==> config.mk <==
export PLATFORM = sky130hd
export DESIGN_NAME = mutative_reconfig_seq_flat
export DESIGN_NICKNAME = d
export VERILOG_FILES = /design/src/rtl/mutative_reconfig_seq_if.sv /design/src/rtl/mutative_reconfig_seq.sv /design/src/flat_wrapper.sv
export SDC_FILE = /design/constraint.sdc
export NUM_CORES = 1
export LEC_CHECK = 0
export BUFFER_PORTS_ARGS = -buffer_cell sky130_fd_sc_hd__clkbuf_2
export CORE_ASPECT_RATIO = 0.8
export CORE_MARGIN = 2
export CORE_UTILIZATION = 55
export CTS_CLUSTER_DIAMETER = 100
export CTS_CLUSTER_SIZE = 8
export DETAILED_ROUTE_END_ITERATION = 7
export MAX_ROUTING_LAYER = met4
export PLACE_DENSITY = 0.81
export SYNTH_ARGS = -nofsm -noshare
export SYNTH_HDL_FRONTEND = slang
export SYNTH_SLANG_ARGS = --single-unit
==> constraint.sdc <==
create_clock -name clk -period 3.6 [get_ports clk]
set_input_delay 0.72 -clock clk [delete_from_list [all_inputs] [get_ports clk]]
set_output_delay 0.72 -clock clk [all_outputs]
set_load 0.03 [all_outputs]
==> src/rtl/mutative_reconfig_seq_if.sv <==
// Bundles the policy, CPU and datapath signals of the cache reconfiguration sequencer.
// The slave modport is the sequencer; the master modport is its surroundings.
interface mutative_reconfig_seq_if #(
  parameter int NUM_LINES = 16,
  parameter int LINE_W    = $clog2(NUM_LINES)
);
  logic [1:0]        setup_req;
  logic              cpu_req;
  logic              cache_ready;
  logic              cpu_stall;
  logic              flush_valid;
  logic [LINE_W-1:0] flush_idx;
  logic              flush_ready;
  logic [1:0]        setup;
  logic              reconfig_busy;
  logic [15:0]       reconfig_count;

  modport slave (
    input  setup_req, cpu_req, cache_ready, flush_ready,
    output cpu_stall, flush_valid, flush_idx, setup, reconfig_busy, reconfig_count
  );

  modport master (
    output setup_req, cpu_req, cache_ready, flush_ready,
    input  cpu_stall, flush_valid, flush_idx, setup, reconfig_busy, reconfig_count
  );
endinterface

==> src/rtl/mutative_reconfig_seq.sv <==
// Switches the mutative cache between organisations: stall CPU, drain the
// outstanding access, flush every line, then commit the new setup.
module mutative_reconfig_seq #(
  parameter int NUM_LINES = 16,
  parameter int LINE_W    = $clog2(NUM_LINES)
) (
  input  logic                    clk,
  input  logic                    rst_n,
  mutative_reconfig_seq_if.slave  bus
);

  localparam logic [1:0] S_IDLE   = 2'd0;
  localparam logic [1:0] S_DRAIN  = 2'd1;
  localparam logic [1:0] S_FLUSH  = 2'd2;
  localparam logic [1:0] S_COMMIT = 2'd3;

  localparam logic [LINE_W-1:0] LAST_IDX = LINE_W'(NUM_LINES - 1);

  logic [1:0]        state_q, state_d;
  logic [1:0]        setup_q, setup_d;
  logic [1:0]        pending_q, pending_d;
  logic [LINE_W-1:0] idx_q, idx_d;
  logic              outstanding_q, outstanding_d;
  logic [15:0]       count_q, count_d;

  logic mismatch;
  logic stall;
  logic accept;

  // A request arriving in the same cycle as a new mismatch is already blocked.
  assign mismatch      = (bus.setup_req != setup_q);
  assign stall         = (state_q != S_IDLE) | mismatch;
  assign accept        = bus.cpu_req & ~stall;
  assign outstanding_d = accept | (outstanding_q & ~bus.cache_ready);

  assign bus.cpu_stall      = stall;
  assign bus.flush_valid    = (state_q == S_FLUSH);
  assign bus.flush_idx      = idx_q;
  assign bus.setup          = setup_q;
  assign bus.reconfig_busy  = (state_q != S_IDLE);
  assign bus.reconfig_count = count_q;

  always_comb begin
    state_d   = state_q;
    setup_d   = setup_q;
    pending_d = pending_q;
    idx_d     = idx_q;
    count_d   = count_q;
    case (state_q)
      S_IDLE: begin
        if (mismatch) begin
          pending_d = bus.setup_req;
          state_d   = S_DRAIN;
        end
      end
      S_DRAIN: begin
        if (!outstanding_q) begin
          idx_d   = '0;
          state_d = S_FLUSH;
        end
      end
      S_FLUSH: begin
        // Index only advances on a handshake, so stalls never skip a line.
        if (bus.flush_ready) begin
          if (idx_q == LAST_IDX) state_d = S_COMMIT;
          else                   idx_d   = idx_q + 1'b1;
        end
      end
      S_COMMIT: begin
        setup_d = pending_q;
        if (count_q != 16'hFFFF) count_d = count_q + 16'd1;
        state_d = S_IDLE;
      end
    endcase
  end

  always_ff @(posedge clk or negedge rst_n) begin
    if (!rst_n) begin
      state_q       <= S_IDLE;
      setup_q       <= 2'd0;
      pending_q     <= 2'd0;
      idx_q         <= '0;
      outstanding_q <= 1'b0;
      count_q       <= 16'd0;
    end else begin
      state_q       <= state_d;
      setup_q       <= setup_d;
      pending_q     <= pending_d;
      idx_q         <= idx_d;
      outstanding_q <= outstanding_d;
      count_q       <= count_d;
    end
  end

endmodule

==> src/flat_wrapper.sv <==
// flat-port wrapper written by rule: the top's interface ports become plain ports
module mutative_reconfig_seq_flat 
#(
  parameter int NUM_LINES = 16,
  parameter int LINE_W    = $clog2(NUM_LINES)
)
  (clk, rst_n, bus_setup_req, bus_cpu_req, bus_cache_ready, bus_flush_ready, bus_cpu_stall, bus_flush_valid, bus_flush_idx, bus_setup, bus_reconfig_busy, bus_reconfig_count);
  mutative_reconfig_seq_if #(.NUM_LINES(NUM_LINES), .LINE_W(LINE_W)) bus_i ();
  input  logic clk;
  input  logic rst_n;
  input wire logic [$bits(bus_i.setup_req)-1:0] bus_setup_req;
  input wire logic [$bits(bus_i.cpu_req)-1:0] bus_cpu_req;
  input wire logic [$bits(bus_i.cache_ready)-1:0] bus_cache_ready;
  input wire logic [$bits(bus_i.flush_ready)-1:0] bus_flush_ready;
  output wire logic [$bits(bus_i.cpu_stall)-1:0] bus_cpu_stall;
  output wire logic [$bits(bus_i.flush_valid)-1:0] bus_flush_valid;
  output wire logic [$bits(bus_i.flush_idx)-1:0] bus_flush_idx;
  output wire logic [$bits(bus_i.setup)-1:0] bus_setup;
  output wire logic [$bits(bus_i.reconfig_busy)-1:0] bus_reconfig_busy;
  output wire logic [$bits(bus_i.reconfig_count)-1:0] bus_reconfig_count;
  assign bus_i.setup_req = bus_setup_req;
  assign bus_i.cpu_req = bus_cpu_req;
  assign bus_i.cache_ready = bus_cache_ready;
  assign bus_i.flush_ready = bus_flush_ready;
  assign bus_cpu_stall = bus_i.cpu_stall;
  assign bus_flush_valid = bus_i.flush_valid;
  assign bus_flush_idx = bus_i.flush_idx;
  assign bus_setup = bus_i.setup;
  assign bus_reconfig_busy = bus_i.reconfig_busy;
  assign bus_reconfig_count = bus_i.reconfig_count;
  mutative_reconfig_seq #(.NUM_LINES(NUM_LINES), .LINE_W(LINE_W)) u_core (.clk(clk), .rst_n(rst_n), .bus(bus_i));
endmodule
==> flow_summary_export.csv, run 1 <==
group,metric,value,unit
detailed_routing,num_vias,1106,
run_status,status,"finished, final reports clean",
floorplanning,die_w,60.4,µm
cells_and_area,synthToLayoutAreaGrowth,15.9,%
clock_network,cts_tree,"built",
global_route,use_met3,5.57,%
synth,ys_seq_elements,27,
sta,slew_violations,0,
clock_network,cts_hold_buf,0,
flow_run,drv_cap,0,
setup_path,worst_setup_path_end_kind,"primary output",
global_route,grt_first_pass_wirelength,4640,µm
cells_and_area,layout-drive-gt1-share,25.1,%
floorplanning,core_region_area,2420,µm²
cells_and_area,design_area,1620,µm²
cells_and_area,utilization,67.0,%
cells_and_area,nNetsFinal,185,
clock_network,cts-buffers-inserted,3,
synth,synth_cells,137,
clock_network,root_buffer,"clkbuf_4",
power_and_ir_drop,vdd_drop_max,404,µV
placement,io_buffers,31,
sta,tightest_slew,0.655,ns
floorplanning,die_area,2970,µm²
synth,seq_area_frac_synth,48.3,%
synth,synth.net_count,150,
detailed_routing,drtAntennaViolNets,0,
global_route,grt_busiest_layer,"met2",
synth,synth_cell_type_count,32,
detailed_routing,drcViolationCount,0,
cells_and_area,final_common_cell,"clkbuf_2",
synth,synth_area,1400,µm²
sta,rsz0062_at_grt,"false",
clock_network,cts_buffer_depth,2,
setup_path,required,2.88,ns
placement,place_congestion,0.837,
detailed_routing,drt_iter0_drc,50,
synth,synth_warnings,0,
synth,async_flop_share,100,%
clock_network,insertion_delay,0.32,ns
clock_network,h-tree-depth,1,
clock_network,clkTransAtPathRegs,0.14,ns
global_route,met2_usage,33.3,%
sta,tns,0,ns
sta,max_freq,442,MHz
sta,period_share,62.8,%
setup_path,critical_path.max_fanout,3,
detailed_routing,firstDrtPassIters,4,
detailed_routing,wire_per_inst,13.6,µm
synth,synth-edff-count,0,
global_route,grt_max_degree,28,
global_route,grtUsageMet1,28.2,%
synth,avgSynthCellArea,10.2,µm²
detailed_routing,via_per_inst,5.34,
sta,finClkSkew,0.00255,ns
synth,ys.flop_type,"dfrtp_1",
power_and_ir_drop,leakage,0.820,nW
clock_network,postCtsSetupRepairBufs,0,
power_and_ir_drop,powerDensity,725,nW/µm²
setup_path,crit_type,"input pin to primary output",
cells_and_area,insertedDiodeCount,0,
floorplanning,num_rows,16,
placement,place_area,1600,µm²
sta,min_period,2.26,ns
worst_hold_path,hold_path.class,"input pin to asynchronous set/reset pin",
global_route,overflow,0,
sta,hold_violations,0,
sta,relSlewSlack,56.3,%
placement,dp_hpwl,2130,µm
setup_path,critical_path.startpoint_type,"input pin",
floorplanning,start_util,57.8,%
floorplanning,io_pins,32,
global_route,antenna_found_initial,0,
cells_and_area,layout_common_cells,"31 x clkbuf_2, 27 x dfrtp_1, 13 x inv_1",
setup_path,worstPathArrival,1.54,ns
sta,setup_violations,0,
detailed_routing,wirelength,2820,µm
floorplanning,die_h,49.1,µm
clock_network,cts_resized,0,
clock_network,cts.sinks,27,
global_route,track_usage,21.5,%
global_route,grt_pass1_vias,1013,
-- cells by family after synthesis --
kind of cell / after synthesis / share of synthesized area (%)
buffers and inverters: 14 / 3.75
DFF: 27 / 48.3
AOI/OAI and AO/OA: 23 / 10.4
xor gates and xnor gates: 13 / 8.13
and+or+nand+nor: 49 / 20.3
muxes: 5 / 3.84
adders and majority gates: 6 / 5.36
-- sequential cells by signal (all words and copies together), names as in the netlist --
signal / cells
u_core.bus.flush_idx: 4
u_core.bus.reconfig_count: 16
u_core.bus.setup: 2
u_core.outstanding_q: 1
u_core.pending_q: 2
u_core.state_q: 2
-- critical path: stages --
cell	delay (ns)
clkbuf_2	0.09
xnor2_1	0.25
nand3_1	0.24
clkbuf_2	0.24
-- synth_stat cells, types with 2 or more instances --
master,count,share of area [%]
dfrtp_1,27,48
inv_1,13,3.5
xor2_1,10,6.3
nand2_1,8,2.1
nand3_1,8,2.9
nor3_1,8,2.9
o21ai_0,8,2.9
nor2_1,7,1.9
ha_1,6,5.4
a21oi_1,5,1.8
nand2b_1,5,2.2
mux2_2,3,2.4
xnor2_1,3,1.9
a22o_1,2,1.3
a32oi_1,2,1.3
mux2i_1,2,1.4
nand4_1,2,0.89
nand4_2,2,1.8
nor4_1,2,0.89
nor4_2,2,1.8
-- where the power goes --
group	leakage [nW]	switching [mW]	internal [mW]
Combinational	0.457	0.369	0.197
Sequential	0.348	0.0968	0.386
Clock	0.0150	0.0852	0.0434
Total	0.820	0.551	0.625
-- metal layers --
| metal | wire (µm) | share of wire (%) |
|---|---|---|
| met1 | 1330 | 47 |
| met2 | 1340 | 47 |
| met3 | 124 | 4.4 |
| met4 | 23 | 0.82 |
| met5 | 0 | 0 |
-- path summary, 6_finish.rpt --
check,start,end,slack [ns],depth (start not counted)
min reg2reg,u_core.bus.reconfig_count[6]$_DFFE_PN0P_,u_core.bus.reconfig_count[6]$_DFFE_PN0P_,0.53,1
max in group asynchronous,rst_n,u_core.bus.flush_idx[1]$_DFFE_PN0P_,2.78,1
max,bus_setup_req[1],bus_cpu_stall,1.34,4
max reg2reg,u_core.state_q[0]$_DFFE_PN0P_,u_core.bus.flush_idx[3]$_DFFE_PN0P_,1.66,6
min in group clk,u_core.bus.reconfig_count[6]$_DFFE_PN0P_,u_core.bus.reconfig_count[6]$_DFFE_PN0P_,0.53,1
min,rst_n,u_core.bus.reconfig_count[10]$_DFFE_PN0P_,0.40,1
-- layout make-up --
class,count,area [µm²]
Sequential cell,27,676
Tap cell,36,45.0
Fill cell,196,800
Clock buffer,4,26.3
Timing Repair Buffer,31,155
Multi-Input combinational cell,96,672
Inverter,13,48.8
-- metrics by stage --
stage / power [mW] / setup slack, ns / cells / hold WS (ns)
6_report: 1.18 / 1.34 / 207 / 0.396
5_1_grt: 1.25 / 1.27 / 207 / 0.439
4_1_cts: 1.18 / 1.33 / 207 / 0.413
3_5_place_dp: 1.05 / 1.33 / 203 / 0.511
3_3_place_gp: 1.02 / 1.47 / 203 / 0.489
2_1_floorplan: 0.884 / 1.64 / 137 / 0.424
Note: power is estimated with default switching activity, not from simulation.
==> run 2: changes to the inputs <==
--- a/config.mk
+++ b/config.mk
@@ -8,12 +8,12 @@
 export BUFFER_PORTS_ARGS = -buffer_cell sky130_fd_sc_hd__clkbuf_2
 export CORE_ASPECT_RATIO = 0.8
 export CORE_MARGIN = 2
-export CORE_UTILIZATION = 55
+export CORE_UTILIZATION = 53
 export CTS_CLUSTER_DIAMETER = 100
 export CTS_CLUSTER_SIZE = 8
 export DETAILED_ROUTE_END_ITERATION = 7
 export MAX_ROUTING_LAYER = met4
-export PLACE_DENSITY = 0.81
+export PLACE_DENSITY = 0.79
 export SYNTH_ARGS = -nofsm -noshare
 export SYNTH_HDL_FRONTEND = slang
 export SYNTH_SLANG_ARGS = --single-unit
==> constraint.sdc (replaced) <==
create_clock -name clk -period 2.2 [get_ports clk]
set_input_delay 0.44 -clock clk [delete_from_list [all_inputs] [get_ports clk]]
set_output_delay 0.44 -clock clk [all_outputs]
set_load 0.03 [all_outputs]
==> flow_summary_export.csv, run 2 (synthesis results as in run 1) <==
group,metric,value,unit
global_route,grt_first_pass_wirelength,4470,µm
clock_network,insertion_delay,0.32,ns
power_and_ir_drop,leakage,0.826,nW
floorplanning,io_pins,32,
floorplanning,die_h,50.0,µm
sta,max_freq,523,MHz
clock_network,cts.sinks,27,
global_route,use_met3,5.51,%
placement,dp_hpwl,2010,µm
clock_network,h-tree-depth,1,
clock_network,postCtsSetupRepairBufs,0,
detailed_routing,wire_per_inst,12.6,µm
global_route,grt_max_degree,28,
clock_network,clkTransAtPathRegs,0.14,ns
clock_network,cts_hold_buf,0,
cells_and_area,layout-drive-gt1-share,25.6,%
global_route,antenna_found_initial,0,
detailed_routing,drt_iter0_drc,49,
sta,slew_violations,0,
sta,min_period,1.91,ns
global_route,overflow,0,
floorplanning,core_region_area,2480,µm²
global_route,grt_busiest_layer,"met1",
floorplanning,start_util,56.4,%
power_and_ir_drop,p_clk_share,11.0,%
setup_path,critical_path.startpoint_type,"flip-flop",
sta,period_share,86.9,%
global_route,track_usage,19.7,%
cells_and_area,layout_common_cells,"31 x clkbuf_2, 27 x dfrtp_1, 13 x inv_1",
worst_hold_path,hold_path.class,"input pin to asynchronous set/reset pin",
setup_path,worst_setup_path_end_kind,"flip-flop",
power_and_ir_drop,powerDensity,1160,nW/µm²
flow_run,drv_cap,0,
setup_path,critical_path.max_fanout,5,
detailed_routing,firstDrtPassIters,4,
floorplanning,die_area,3070,µm²
detailed_routing,via_per_inst,5.16,
floorplanning,die_w,61.5,µm
power_and_ir_drop,combPwrFrac,47.6,%
clock_network,root_buffer,"clkbuf_4",
detailed_routing,wirelength,2620,µm
floorplanning,num_rows,16,
power_and_ir_drop,p_sw,872,µW
sta,setup_violations,0,
sta,rsz0062_at_grt,"false",
power_and_ir_drop,fin_total_pwr,1.89,mW
cells_and_area,final_common_cell,"clkbuf_2",
clock_network,cts-buffers-inserted,3,
setup_path,crit_type,"flip-flop to flip-flop",
cells_and_area,insertedDiodeCount,0,
global_route,grtUsageMet1,29.1,%
power_and_ir_drop,vdd_drop_max,843,µV
power_and_ir_drop,seq_power_share,41.4,%
setup_path,required,2.44,ns
clock_network,cts_resized,0,
sta,finClkSkew,0.00365,ns
run_status,status,"finished, final reports clean",
cells_and_area,nNetsFinal,186,
cells_and_area,synthToLayoutAreaGrowth,16.4,%
global_route,met2_usage,28.0,%
cells_and_area,fillers,221,
cells_and_area,largest_reg_flops,16,
clock_network,cts_buffer_depth,2,
sta,tightest_slew,0.658,ns
detailed_routing,drcViolationCount,0,
power_and_ir_drop,p_sw_share,46.1,%
sta,tns,0,ns
sta,relSlewSlack,56.1,%
sta,hold_violations,0,
global_route,grt_pass1_vias,1024,
detailed_routing,drtAntennaViolNets,0,
placement,io_buffers,31,
setup_path,worstPathArrival,2.16,ns
power_and_ir_drop,p_int,1.02,mW
placement,place_congestion,0.781,
clock_network,cts_tree,"built",
detailed_routing,num_vias,1073,
-- run 2: cell count changes in the layout (fill, tap and decap cells not counted) --
cell / before / now
buf_4: 0 / 1
-- run 2: area by class of cell --
cell class / instances / area, µm² / share of cell area [%]
inverter: 13 / 48.8 / 2.99
sequential: 27 / 676 / 41.4
multi-input combinational: 96 / 672 / 41.2
timing repair buffer: 32 / 163 / 9.98
clock buffer: 4 / 26.3 / 1.61
tap: 36 / 45.0 / 2.76
-- run 2: worst max-delay path, cell delays in order (launching register included) --
cell	delay, ns
dfrtp_1	0.40
inv_1	0.09
ha_1	0.27
inv_1	0.12
o21ai_0	0.22
or4_1	0.57
a32oi_1	0.18
-- run 2: power by group through the flow --
| stage | sequential (mW) | combinational, mW | clock (mW) |
|---|---|---|---|
| final | 0.783 | 0.901 | 0.208 |
| after global placement | 0.782 | 0.883 | 0 |
| after CTS | 0.781 | 0.907 | 0.218 |
| after detailed placement | 0.791 | 0.905 | 0 |
| after global routing | 0.803 | 1.00 | 0.246 |
| after floorplan | 0.947 | 0.500 | 0 |
-- run 2: worst paths after layout --
| check | cells past startpoint | startpoint | end | slack (ns) |
|---|---|---|---|---|
| min in group clk | 2 | bus_cache_ready | u_core.outstanding_q$_DFF_PN0_ | 0.29 |
| hold reg to reg | 1 | u_core.bus.reconfig_count[6]$_DFFE_PN0P_ | u_core.bus.reconfig_count[6]$_DFFE_PN0P_ | 0.53 |
| setup reg to reg | 6 | u_core.state_q[0]$_DFFE_PN0P_ | u_core.bus.flush_idx[3]$_DFFE_PN0P_ | 0.29 |
| setup / recovery | 6 | u_core.state_q[0]$_DFFE_PN0P_ | u_core.bus.flush_idx[3]$_DFFE_PN0P_ | 0.29 |
| hold / removal | 1 | rst_n | u_core.bus.reconfig_count[8]$_DFFE_PN0P_ | 0.12 |
| max in group asynchronous | 1 | rst_n | u_core.outstanding_q$_DFF_PN0_ | 1.66 |
-- run 2: routing by layer --
layer / routed length, µm / vias up
li1: - / 551
met1: 1360 / 498
met2: 1140 / 22
met3: 106 / 2
met4: 9 / 0
met5: 0 / -
-- run 2: through the flow --
step	instance area [µm²]	util, %	hold slack, ns	setup WS, ns	instances
3_3_place_gp	1600	64.6	0.487	0.429	204
4_1_cts	1630	65.7	0.136	0.290	208
3_5_place_dp	1600	64.6	0.506	0.321	204
6_report	1630	65.7	0.124	0.288	208
2_1_floorplan	1400	-	0.144	0.283	137
5_1_grt	1630	65.7	0.146	0.137	208
